[src/rtl/tile_ctrl_pkg.sv]
// Shared definitions for the tile sequencer: opcodes, FSM states and tile operand widths.
package tile_ctrl_pkg;

  localparam int unsigned A_W = 8;
  localparam int unsigned B_W = 8;
  localparam int unsigned C_W = 16;

  localparam logic [1:0] OP_PRELOAD = 2'd0;
  localparam logic [1:0] OP_COMPUTE = 2'd1;
  localparam logic [1:0] OP_FLUSH   = 2'd2;

  typedef enum logic [2:0] {
    StIdle,
    StPreload,
    StStream,
    StDrain,
    StFlushWait,
    StResult
  } state_e;

endpackage

[src/rtl/tile_lat_counter.sv]
// Loadable down-counter that saturates at zero; waits out the PE pipeline latency.
module tile_lat_counter #(
  parameter int unsigned Width = 1
) (
  input  logic             clk_i,
  input  logic             rst_ni,
  input  logic             load_i,
  input  logic [Width-1:0] load_val_i,
  input  logic             dec_i,
  output logic             done_o,
  output logic             last_o
);

  logic [Width-1:0] count_q;

  // Load takes priority over decrement; never wraps below zero.
  always_ff @(posedge clk_i) begin
    if (!rst_ni) begin
      count_q <= '0;
    end else if (load_i) begin
      count_q <= load_val_i;
    end else if (dec_i && (count_q != '0)) begin
      count_q <= count_q - Width'(1);
    end
  end

  // done: already at zero; last: the next decrement reaches zero (or already there).
  always_comb begin
    done_o = (count_q == '0);
    last_o = (count_q <= Width'(1));
  end

endmodule

[src/rtl/tile_seq_ctrl.sv]
// Command sequencer for a single-PE systolic tile: preload, operand streaming, flush/result.
module tile_seq_ctrl
  import tile_ctrl_pkg::*;
#(
  parameter int unsigned LEN_W  = 8,
  parameter int unsigned PE_LAT = 1
) (
  input  logic             clock,
  input  logic             reset_n,
  input  logic             cmd_valid,
  output logic             cmd_ready,
  input  logic [1:0]       cmd_op,
  input  logic [LEN_W-1:0] cmd_len,
  input  logic [C_W-1:0]   cmd_bias,
  input  logic             a_valid,
  output logic             a_ready,
  input  logic [A_W-1:0]   a_data,
  input  logic             b_valid,
  output logic             b_ready,
  input  logic [B_W-1:0]   b_data,
  output logic [A_W-1:0]   tile_in_a,
  output logic [B_W-1:0]   tile_in_b,
  output logic [C_W-1:0]   tile_in_d,
  output logic             tile_in_propagate,
  input  logic [C_W-1:0]   tile_out_c,
  output logic             res_valid,
  input  logic             res_ready,
  output logic [C_W-1:0]   res_data,
  output logic             busy,
  output logic             err
);

  localparam int unsigned    LatW    = (PE_LAT > 0) ? $clog2(PE_LAT + 1) : 1;
  localparam logic [LatW-1:0] LatLoad = LatW'(PE_LAT);

  state_e           state_q, state_d;
  logic [LEN_W-1:0] beat_q, beat_d;
  logic             prop_q, prop_d;
  logic [A_W-1:0]   a_q, a_d;
  logic [B_W-1:0]   b_q, b_d;
  logic [C_W-1:0]   d_q, d_d;
  logic             res_valid_q, res_valid_d;
  logic [C_W-1:0]   res_data_q, res_data_d;
  logic             err_q, err_d;
  logic             xfer;
  logic             lat_load, lat_dec, lat_done, lat_last;

  tile_lat_counter #(
    .Width(LatW)
  ) u_lat_counter (
    .clk_i     (clock),
    .rst_ni    (reset_n),
    .load_i    (lat_load),
    .load_val_i(LatLoad),
    .dec_i     (lat_dec),
    .done_o    (lat_done),
    .last_o    (lat_last)
  );

  // Both operand streams move together or not at all.
  assign xfer = (state_q == StStream) && a_valid && b_valid;

  // Next-state and registered-output next values; operands default to zero each cycle.
  always_comb begin
    state_d     = state_q;
    beat_d      = beat_q;
    prop_d      = prop_q;
    a_d         = '0;
    b_d         = '0;
    d_d         = '0;
    res_valid_d = res_valid_q;
    res_data_d  = res_data_q;
    err_d       = err_q;
    lat_load    = 1'b0;
    lat_dec     = 1'b0;

    unique case (state_q)
      StIdle: begin
        if (cmd_valid) begin
          case (cmd_op)
            OP_PRELOAD: begin
              d_d     = cmd_bias;
              prop_d  = ~prop_q;
              state_d = StPreload;
            end
            OP_COMPUTE: begin
              if (cmd_len != '0) begin
                beat_d  = cmd_len;
                state_d = StStream;
              end
            end
            OP_FLUSH: begin
              prop_d   = ~prop_q;
              lat_load = 1'b1;
              state_d  = StFlushWait;
            end
            default: err_d = 1'b1;
          endcase
        end
      end
      StPreload: state_d = StIdle;
      StStream: begin
        if (xfer) begin
          a_d    = a_data;
          b_d    = b_data;
          beat_d = beat_q - LEN_W'(1);
          if (beat_q == LEN_W'(1)) begin
            lat_load = 1'b1;
            state_d  = StDrain;
          end
        end
      end
      StDrain: begin
        lat_dec = 1'b1;
        if (lat_last) state_d = StIdle;
      end
      StFlushWait: begin
        if (lat_done) begin
          res_data_d  = tile_out_c;
          res_valid_d = 1'b1;
          state_d     = StResult;
        end else begin
          lat_dec = 1'b1;
        end
      end
      StResult: begin
        if (res_ready) begin
          res_valid_d = 1'b0;
          state_d     = StIdle;
        end
      end
      default: state_d = StIdle;
    endcase
  end

  // State and output registers with synchronous active-low reset.
  always_ff @(posedge clock) begin
    if (!reset_n) begin
      state_q     <= StIdle;
      beat_q      <= '0;
      prop_q      <= 1'b0;
      a_q         <= '0;
      b_q         <= '0;
      d_q         <= '0;
      res_valid_q <= 1'b0;
      res_data_q  <= '0;
      err_q       <= 1'b0;
    end else begin
      state_q     <= state_d;
      beat_q      <= beat_d;
      prop_q      <= prop_d;
      a_q         <= a_d;
      b_q         <= b_d;
      d_q         <= d_d;
      res_valid_q <= res_valid_d;
      res_data_q  <= res_data_d;
      err_q       <= err_d;
    end
  end

  assign cmd_ready         = (state_q == StIdle);
  assign busy              = (state_q != StIdle);
  assign a_ready           = xfer;
  assign b_ready           = xfer;
  assign tile_in_a         = a_q;
  assign tile_in_b         = b_q;
  assign tile_in_d         = d_q;
  assign tile_in_propagate = prop_q;
  assign res_valid         = res_valid_q;
  assign res_data          = res_data_q;
  assign err               = err_q;

endmodule

[config.mk]
export PLATFORM = sky130hd
export DESIGN_NAME = tile_seq_ctrl
export DESIGN_NICKNAME = d
export VERILOG_FILES = /design/src/rtl/tile_ctrl_pkg.sv /design/src/rtl/tile_lat_counter.sv /design/src/rtl/tile_seq_ctrl.sv
export SDC_FILE = /design/constraint.sdc
export NUM_CORES = 1
export LEC_CHECK = 0
export BUFFER_PORTS_ARGS = -buffer_cell sky130_fd_sc_hd__buf_2
export CAP_MARGIN = 20
export CORE_AREA = 2 2 96 98
export CTS_BUF_LIST = sky130_fd_sc_hd__clkbuf_4 sky130_fd_sc_hd__clkbuf_8
export CTS_CLUSTER_DIAMETER = 150
export DETAILED_ROUTE_END_ITERATION = 8
export DIE_AREA = 0 0 98 100
export GPL_TIMING_DRIVEN = 0
export SETUP_SLACK_MARGIN = 0.3
export SYNTH_ARGS = -nofsm -noshare
export SYNTH_HDL_FRONTEND = slang
export SYNTH_SLANG_ARGS = --single-unit
[constraint.sdc]
create_clock -name clock -period 5.15 [get_ports clock]
set_input_delay 0 -clock clock [delete_from_list [all_inputs] [get_ports clock]]
set_output_delay 0 -clock clock [all_outputs]
set_load 0.005 [all_outputs]
==> results.toml, run 1 <==
[outcome]
status = "finished, final reports clean"

[clock_network]
clockBufferDepth = 2
clkTransAtPathRegs_ns = 0.07
cts_resized = 0
cts-root-buf = "clkbuf_8"
clock-sinks = 63
htree_levels = 3
holdBufCountCts = 49
numCtsBuffers = 9
cts_tree = "done"
clock_latency_ns = 0.33
post_cts_buffers = 0

[power]
power_switching_uw = 386
power.internal_uw = 882
pwr-share-clk_pct = 34.0
swShare_pct = 30.4
total_power_mw = 1.27
sequentialPowerShare_pct = 42.5
leakage_nw = 1.94
ir_drop_mv = 0.177
comb_power_share_pct = 23.5
power_density_mw_per_mm2 = 318

[worst_setup_path]
end_kind = "primary output"
cp_max_fo = 11
r2r-end = "tile_in_a[6]"
crit_required_ns = 5.15
r2r.worst_path.cells = 6
reg2reg_slack_ns = 3.16
worstPathArrival_ns = 2.30
worstSetupStartpointType = "register"
crit_type = "register to primary output"
timing.rr.start = "state_q[0]"

[cells_and_area]
fin_util_pct = 44.8
final_cell_area_mm2 = 0.00398
finalNetCount = 529
antenna_cells = 0
drive_gt1_share_pct = 33.7
fillCellCount = 895
area_delta_synth_final_pct = 55.2

[synth]
syn_nets = 351
synthArstFlopShare_pct = 0
netlist.area_leader.share_pct = 49.2
synth_area_mm2 = 0.00256
yosysWarnings = 0
netlist_instances = 280
synth.largest_area_cell = "dfxtp_1"
yosys-top-cells-count = "dfxtp_1, nand2_1, and2_1"
synth_area_leaders = "dfxtp_1, nand2_1, a21boi_0, and2_1, and3_1"
yosysMostFrequentCell = "dfxtp_1"
avgSynthCellArea_um2 = 9.16
synth_edf_count = 0
ys_seq_area_share_pct = 49.2
synth_flop_cell = "dfxtp_1"
synth_cell_types = 47
ys_seq_elements = 63

[routing]
initialDrtViolationCount = 88
first_pass_iters = 4
via_per_inst = 4.51
drcViolationCount = 0
finalWirelength_um = 7310
antenna_left = 0
drt-wirelength-per-cell_um = 12.7
num_vias = 2591

[sta]
finalSetupTns_ns = 0
final_max_slew_viol_count = 0
finalHoldViolations = 0
max_freq_ghz = 0.435
period_share_pct = 44.6
setup_violations = 0
fin_skew_ns = 0.00691
relSlewSlack_pct = 61.9
worstMarginPinSlew_ns = 0.563
finalCriticalPeriod_ns = 2.30
rsz0062_at_grt = "no"

[floorplanning]
rows = 35
design.die.area_mm2 = 0.00980
die_h_um = 100
die_w_um = 98
ios = 119
core_mm2 = 0.00889
start_util_pct = 28.9

[grt]
grt_max_degree = 13
grt_util_all_layers_pct = 14.5
antenna_found_initial = 0
grt_pass1_vias = 2434
grt-ovfl-total = 0
grt_pass1_wl_um = 11400

[hold_path]
hold_start = "cmd_len[1]"
hold_path_depth = 4
worstHoldEndpoint = "beat_q[1]"
hp-class = "primary input to register"

[placed_design]
port-buffer-count = 118
postPlaceCellArea_mm2 = 0.00329
gp_congestion = 0.839
hpwl_um = 5060

[job]
max_cap_violations = 0
==> critical path, stage by stage (launching register included) <==
cell	delay, ns
dfxtp_1	0.30
buf_4	0.16
or3b_1	0.37
clkbuf_1	0.16
nor2_1	0.45
buf_2	0.30
buf_4	0.13
buf_2	0.09
==> state kept, by name, summed over array words and instances, names as in the netlist <==
signal / cells
tile_in_propagate: 1
res_data: 16
tile_in_b: 8
err: 1
tile_in_d: 16
beat_q: 8
res_valid: 1
state_q: 3
tile_in_a: 8
u_lat_counter.count_q: 1
==> metal layers <==
layer  vias up  global-route usage, %  share of wire (%)
li1       1310                      -                  -
met1      1164                   17.2                 45
met2       107                   25.2                 47
met3        10                   3.90                6.8
met4         0                   5.66                1.4
met5         -                      0                  0
==> through the flow <==
stage	hold slack, ns	std cells	setup slack, ns
after CTS	0.00296	574	2.80
after global routing	0.0220	574	2.65
after global placement	0.201	509	3.22
final	0.0169	574	2.85
after floorplan	0.122	280	3.49
after detailed placement	0.204	509	3.17
==> worst max-delay path by stage <==
stage                     from           end
floorplan           state_q[0]    state_q[1]
global placement    state_q[1]    state_q[2]
detailed placement  state_q[0]  tile_in_b[7]
CTS                 state_q[0]       b_ready
global route        state_q[0]       b_ready
finish              state_q[0]       b_ready
==> logic make-up after synthesis <==
| logic type | share of synthesized area (%) |
|---|---|
| AO/OA/AOI/OAI | 18.1 |
| adder cells (fa/ha/maj) | 3.41 |
| buffers and inverters | 4.73 |
| AND/OR/NAND/NOR | 24.2 |
| flip-flops | 49.2 |
| XOR/XNOR | 0.342 |
==> power by group through the flow <==
stage               Sequential, mW  Combinational, mW  Clock (mW)
CTS                          0.539              0.299       0.446
detailed placement           0.550              0.269           0
global placement             0.549              0.266           0
floorplan                    0.549              0.177           0
global route                 0.542              0.333       0.470
finish                       0.539              0.297       0.431
==> layout by cell type (no fill, tap or decap), types with 4 or more instances in the layout <==
cell type,Yosys,routed
dlygate4sd3_1,0,49
o211a_1,4,4
clkbuf_8,0,9
buf_2,4,122
nand3_1,4,4
and2_1,19,19
nand2_1,56,56
a21boi_0,17,17
ha_1,7,7
a21oi_1,7,7
nor3_1,4,4
o21ai_0,9,9
and3_1,17,17
inv_1,7,7
nor2_1,11,11
clkbuf_1,9,9
dfxtp_1,63,63
==> layout make-up <==
cell class | count | area [um2] | area share [%]
buffer | 17 | 91.3 | 2.29
clock buffer | 9 | 124 | 3.11
clock inverter | 7 | 71.3 | 1.79
inverter | 8 | 30.0 | 0.754
multi-input combinational | 192 | 1180 | 29.7
sequential | 63 | 1260 | 31.7
tap | 111 | 139 | 3.49
timing repair buffer | 167 | 1080 | 27.2
Note: power is estimated with default switching activity, not from simulation.
==> inputs of run 2 (changes only) <==
- clock period: 5.15 -> 2.12 ns (I/O delays scaled with it)
==> results.toml, run 2 (synthesis gave the netlist of run 1 again) <==
[grt]
grt_pass1_wl_um = 11500
grt_util_all_layers_pct = 14.6
antenna_found_initial = 0
grt_max_degree = 13
grt-ovfl-total = 0
grt_pass1_vias = 2448

[power]
power_density_mw_per_mm2 = 761
leakage_nw = 2.01
ir_drop_mv = 0.430
total_power_mw = 3.15

[placed_design]
dpl.cell_count = 509
place_ws_ns = 0.136
postPlaceCellArea_mm2 = 0.00329
port-buffer-count = 118
gp_congestion = 0.839
hpwl_um = 5060

[cells_and_area]
fillCellCount = 884
final_cells = 582
finalNetCount = 537
final_cell_area_mm2 = 0.00414
layout_commonest_cell = "buf_2"
fin_util_pct = 46.5
regArea_mm2 = 0.00126
drive_gt1_share_pct = 38.2
multi_input_area_mm2 = 0.00123
mostFrequentLayoutCells = "buf_2, dfxtp_1, nand2_1, dlygate4sd3_1, and2_1"
antenna_cells = 0
area_delta_synth_final_pct = 61.2

[sta]
relSlewSlack_pct = 66.9
setup_violations = 0
max_freq_ghz = 0.557
holdWs_ns = 0.0147
finalCriticalPeriod_ns = 1.79
period_share_pct = 84.7
finalSetupTns_ns = 0
worst_slack_ns = 0.325
fin_skew_ns = 0.00617
finalHoldViolations = 0
worstMarginPinSlew_ns = 0.496
final_max_slew_viol_count = 0
rsz0062_at_grt = "no"

[floorplanning]
die_w_um = 98
rows = 35
design.die.area_mm2 = 0.00980
core_mm2 = 0.00889
start_util_pct = 28.9
die_h_um = 100
ios = 119

[outcome]
status = "finished, final reports clean"

[worst_setup_path]
cp_max_fo = 7
crit_required_ns = 2.35
crit_type = "register to register"
end_kind = "register"
worstSetupStartpointType = "register"
r2r.worst_path.cells = 7
worstPathArrival_ns = 2.03

[clock_network]
numCtsBuffers = 9
clock-sinks = 63
clkTransAtPathRegs_ns = 0.08
htree_levels = 3
cts-root-buf = "clkbuf_8"
cts_tree = "done"
clock_latency_ns = 0.33
clockBufferDepth = 2

[routing]
via_per_inst = 4.53
num_vias = 2635
antenna_left = 0
initialDrtViolationCount = 78
drcViolationCount = 0
finalWirelength_um = 7560
drt-wirelength-per-cell_um = 13.0
first_pass_iters = 4

[hold_path]
hold_path_depth = 4
hp-class = "primary input to register"

[job]
max_cap_violations = 0
[run 2: changes by cell type in the layout (fill, tap and decap cells not counted), moves of 2 or more]
cell / delta
dfxtp_2: +2
nor2_1: -2
clkbuf_1: -4
clkbuf_2: +3
buf_2: -3
buf_4: +5
dfxtp_1: -2
buf_6: +6
[run 2: metal layers]
| metal | track usage [%] | wire, um | share of wire, % | vias up |
|---|---|---|---|---|
| li1 | - | - | - | 1321 |
| met1 | 17.2 | 3300 | 44 | 1199 |
| met2 | 25.3 | 3640 | 48 | 103 |
| met3 | 3.90 | 497 | 6.6 | 12 |
| met4 | 5.66 | 117 | 1.5 | 0 |
| met5 | 0 | 0 | 0 | - |
[run 2: what timing repair did]
action | 4_1_cts | 5_1_grt
cloned | 0 | 1
pin swaps | 1 | 2
buffers inserted | 1 | 6
hold endpoints to repair | 50 | 0
resized for setup | 7 | 26
setup endpoints to repair | 32 | 31
hold buffers | 49 | 0
[run 2: path summary, 6_finish.rpt]
kind          startpoint           to  slack, ns
max           state_q[2]   state_q[1]       0.33
min           cmd_len[1]    beat_q[1]       0.01
max reg2reg   state_q[2]   state_q[1]       0.33
min reg2reg  res_data[6]  res_data[6]       0.46
[run 2: critical path: stages (launching register included)]
cell and delay (ns):
dfxtp_2 0.32, buf_6 0.12, or3b_4 0.39, buf_6 0.14, a21oi_1 0.22, a311oi_4 0.08
and3_1 0.20, o221a_2 0.23
[run 2: power by group]
group          leakage [nW]  internal, mW  total [mW]  switching [mW]
clock                0.0916         0.542        1.05           0.506
sequential            0.511          1.26        1.31          0.0533
combinational          1.41         0.379       0.784           0.405
[run 2: layout make-up]
type / count / share of cell area (%)
plain buffers: 17 / 3.03
clock buffers: 9 / 3.00
clock inverters: 7 / 1.72
inverters: 8 / 0.817
multi-input cells: 192 / 29.8
flip-flops and latches: 63 / 30.6
well taps: 111 / 3.36
repair buffers: 175 / 27.7
==> inputs of run 3 (changes only) <==
- ABC_AREA: default -> 1
- CORE_AREA: 2 2 96 98 -> 2 2 97 99
- DIE_AREA: 0 0 98 100 -> 0 0 99 101
- clock period: 2.12 -> 1.5 ns (I/O delays scaled with it)
==> results.toml, run 3 <==
[synth]
netlist_instances = 350
synthArstFlopShare_pct = 0
synth_area_mm2 = 0.00264
syn_nets = 421
synth_edf_count = 0
ys_seq_area_share_pct = 47.9
yosys-top-cells-count = "nand2_1, dfxtp_1, inv_1, nor2_1"
synth_cell_types = 28
yosysMostFrequentCell = "nand2_1"
netlist.area_leader.share_pct = 47.9
synth_flop_cell = "dfxtp_1"
yosysWarnings = 0
avgSynthCellArea_um2 = 7.53
ys_seq_elements = 63
synth_area_leaders = "dfxtp_1, nand2_1, inv_1, nor2_1, a21oi_1"
synth.largest_area_cell = "dfxtp_1"

[sta]
worst_slack_ns = 0.143
finalCriticalPeriod_ns = 1.36
worstMarginPinSlew_ns = 0.700
setup_violations = 0
rsz0062_at_grt = "yes"
max_freq_ghz = 0.737
relSlewSlack_pct = 53.3
finalSetupTns_ns = 0
final_max_slew_viol_count = 0
holdWs_ns = 0.0226
period_share_pct = 90.5
fin_skew_ns = 0.00557
finalHoldViolations = 0

[hold_path]
hold_path_depth = 5
hold_start = "cmd_len[6]"
hp-class = "primary input to register"
worstHoldEndpoint = "beat_q[6]"

[grt]
grt_max_degree = 13
grt_util_all_layers_pct = 15.0
grt_pass1_vias = 2790
antenna_found_initial = 0
gr-usage-met3_pct = 3.95
busiest_layer = "met2"
grt_pass1_wl_um = 12200
grt-ovfl-total = 0
grt_use_met2_pct = 26.6
grt_use_met1_pct = 17.8

[worst_setup_path]
worstPathArrival_ns = 1.62
end_kind = "register"
reg2reg_slack_ns = 0.14
r2r-end = "state_q[1]"
crit_type = "register to register"
timing.rr.start = "state_q[1]"
worstSetupStartpointType = "register"
r2r.worst_path.cells = 7
cp_max_fo = 5
crit_required_ns = 1.76

[clock_network]
clockBufferDepth = 2
numCtsBuffers = 9
clock-sinks = 63
clkTransAtPathRegs_ns = 0.08
htree_levels = 3
cts_tree = "done"
clock_latency_ns = 0.33
cts-root-buf = "clkbuf_8"

[floorplanning]
ios = 119
rows = 35
design.die.area_mm2 = 0.0100
core_mm2 = 0.00898
start_util_pct = 29.4
die_w_um = 99
die_h_um = 101

[power]
total_power_mw = 5.43
power_density_mw_per_mm2 = 1140
leakage_nw = 2.29
ir_drop_mv = 0.654

[placed_design]
port-buffer-count = 118
place_ws_ns = 0.00547
hpwl_um = 5020
gp_congestion = 0.824

[routing]
via_per_inst = 4.44
first_pass_iters = 4
drt-wirelength-per-cell_um = 12.5
antenna_left = 0
num_vias = 2946
initialDrtViolationCount = 122
drcViolationCount = 0
finalWirelength_um = 8290

[cells_and_area]
area_delta_synth_final_pct = 80.5
fin_util_pct = 53.0
layout_commonest_cell = "buf_2"
finalNetCount = 619
mostFrequentLayoutCells = "buf_2, dfxtp_1, dlygate4sd3_1, nand2_1, inv_1"
drive_gt1_share_pct = 46.5
antenna_cells = 0
fillCellCount = 821

[outcome]
status = "finished, final reports clean"

[job]
max_cap_violations = 0
==> run 3: what timing repair did <==
item / 4_1_cts / 5_1_grt
endpoints found under the setup margin: 55 / 58
buffers inserted: 13 / 3
resized for setup: 31 / 109
cloned: 2 / 1
hold buffers: 50 / 0
pin swaps: 11 / 23
hold endpoints to repair: 51 / 0
==> run 3: worst max-delay path by stage <==
stage	startpoint	end	slack [ns]	cells past startpoint
after floorplan	state_q[2]	res_data[10]	0.25	6
after global placement	state_q[2]	res_data[8]	0.05	6
after detailed placement	state_q[2]	res_data[12]	0.005	6
after CTS	state_q[0]	beat_q[3]	0.17	8
after global routing	state_q[0]	state_q[1]	0.06	7
final	state_q[1]	state_q[1]	0.14	7
==> run 3: power by group <==
part / leakage, nW / total (mW) / switching, mW / internal (mW)
Sequential: 0.513 / 1.95 / 0.131 / 1.81
Clock: 0.105 / 1.72 / 0.732 / 0.987
Combinational: 1.67 / 1.77 / 0.962 / 0.809
Total: 2.29 / 5.43 / 1.82 / 3.61
==> run 3: routing by layer <==
layer | wire length (um) | part of all wire [%]
met5 | 0 | 0
met4 | 108 | 1.3
met3 | 413 | 5.0
met2 | 4400 | 53
met1 | 3370 | 41
==> run 3: through the flow <==
| stage | cells | instance area, um2 |
|---|---|---|
| 3_5_place_dp | 579 | 3400 |
| 3_3_place_gp | 579 | 3400 |
| 6_report | 664 | 4760 |
| 2_1_floorplan | 350 | 2670 |
| 5_1_grt | 664 | 4760 |
| 4_1_cts | 660 | 4350 |
==> run 3: kinds of logic (layout without fill, tap and decap cells) <==
group,count (synthesis),count (layout),synth area share (%)
adder cells (fa/ha/maj),7,7,3.32
AO/OA/AOI/OAI,40,40,8.36
AND/OR/NAND/NOR,173,173,30.3
buffers and inverters,67,270,10.1
flip-flops,63,63,47.9
==> run 3: critical path, cell delays in order (launching register included) <==
cell and delay, ns:
dfxtp_4 0.40, nor2_4 0.06, buf_4 0.14, nand3_1 0.08
nand3_1 0.11, nor2_2 0.19, nand4_1 0.15, a21oi_2 0.15
==> run 3: cell type report <==
class / count / area [um2] / area share (%)
Clock inverter: 6 / 91.3 / 1.92
Multi-Input combinational cell: 220 / 1490 / 31.2
Timing Repair Buffer: 187 / 1310 / 27.6
Buffer: 9 / 85.1 / 1.79
Tap cell: 111 / 139 / 2.92
Clock buffer: 10 / 138 / 2.89
Inverter: 58 / 229 / 4.81
Sequential cell: 63 / 1280 / 26.8
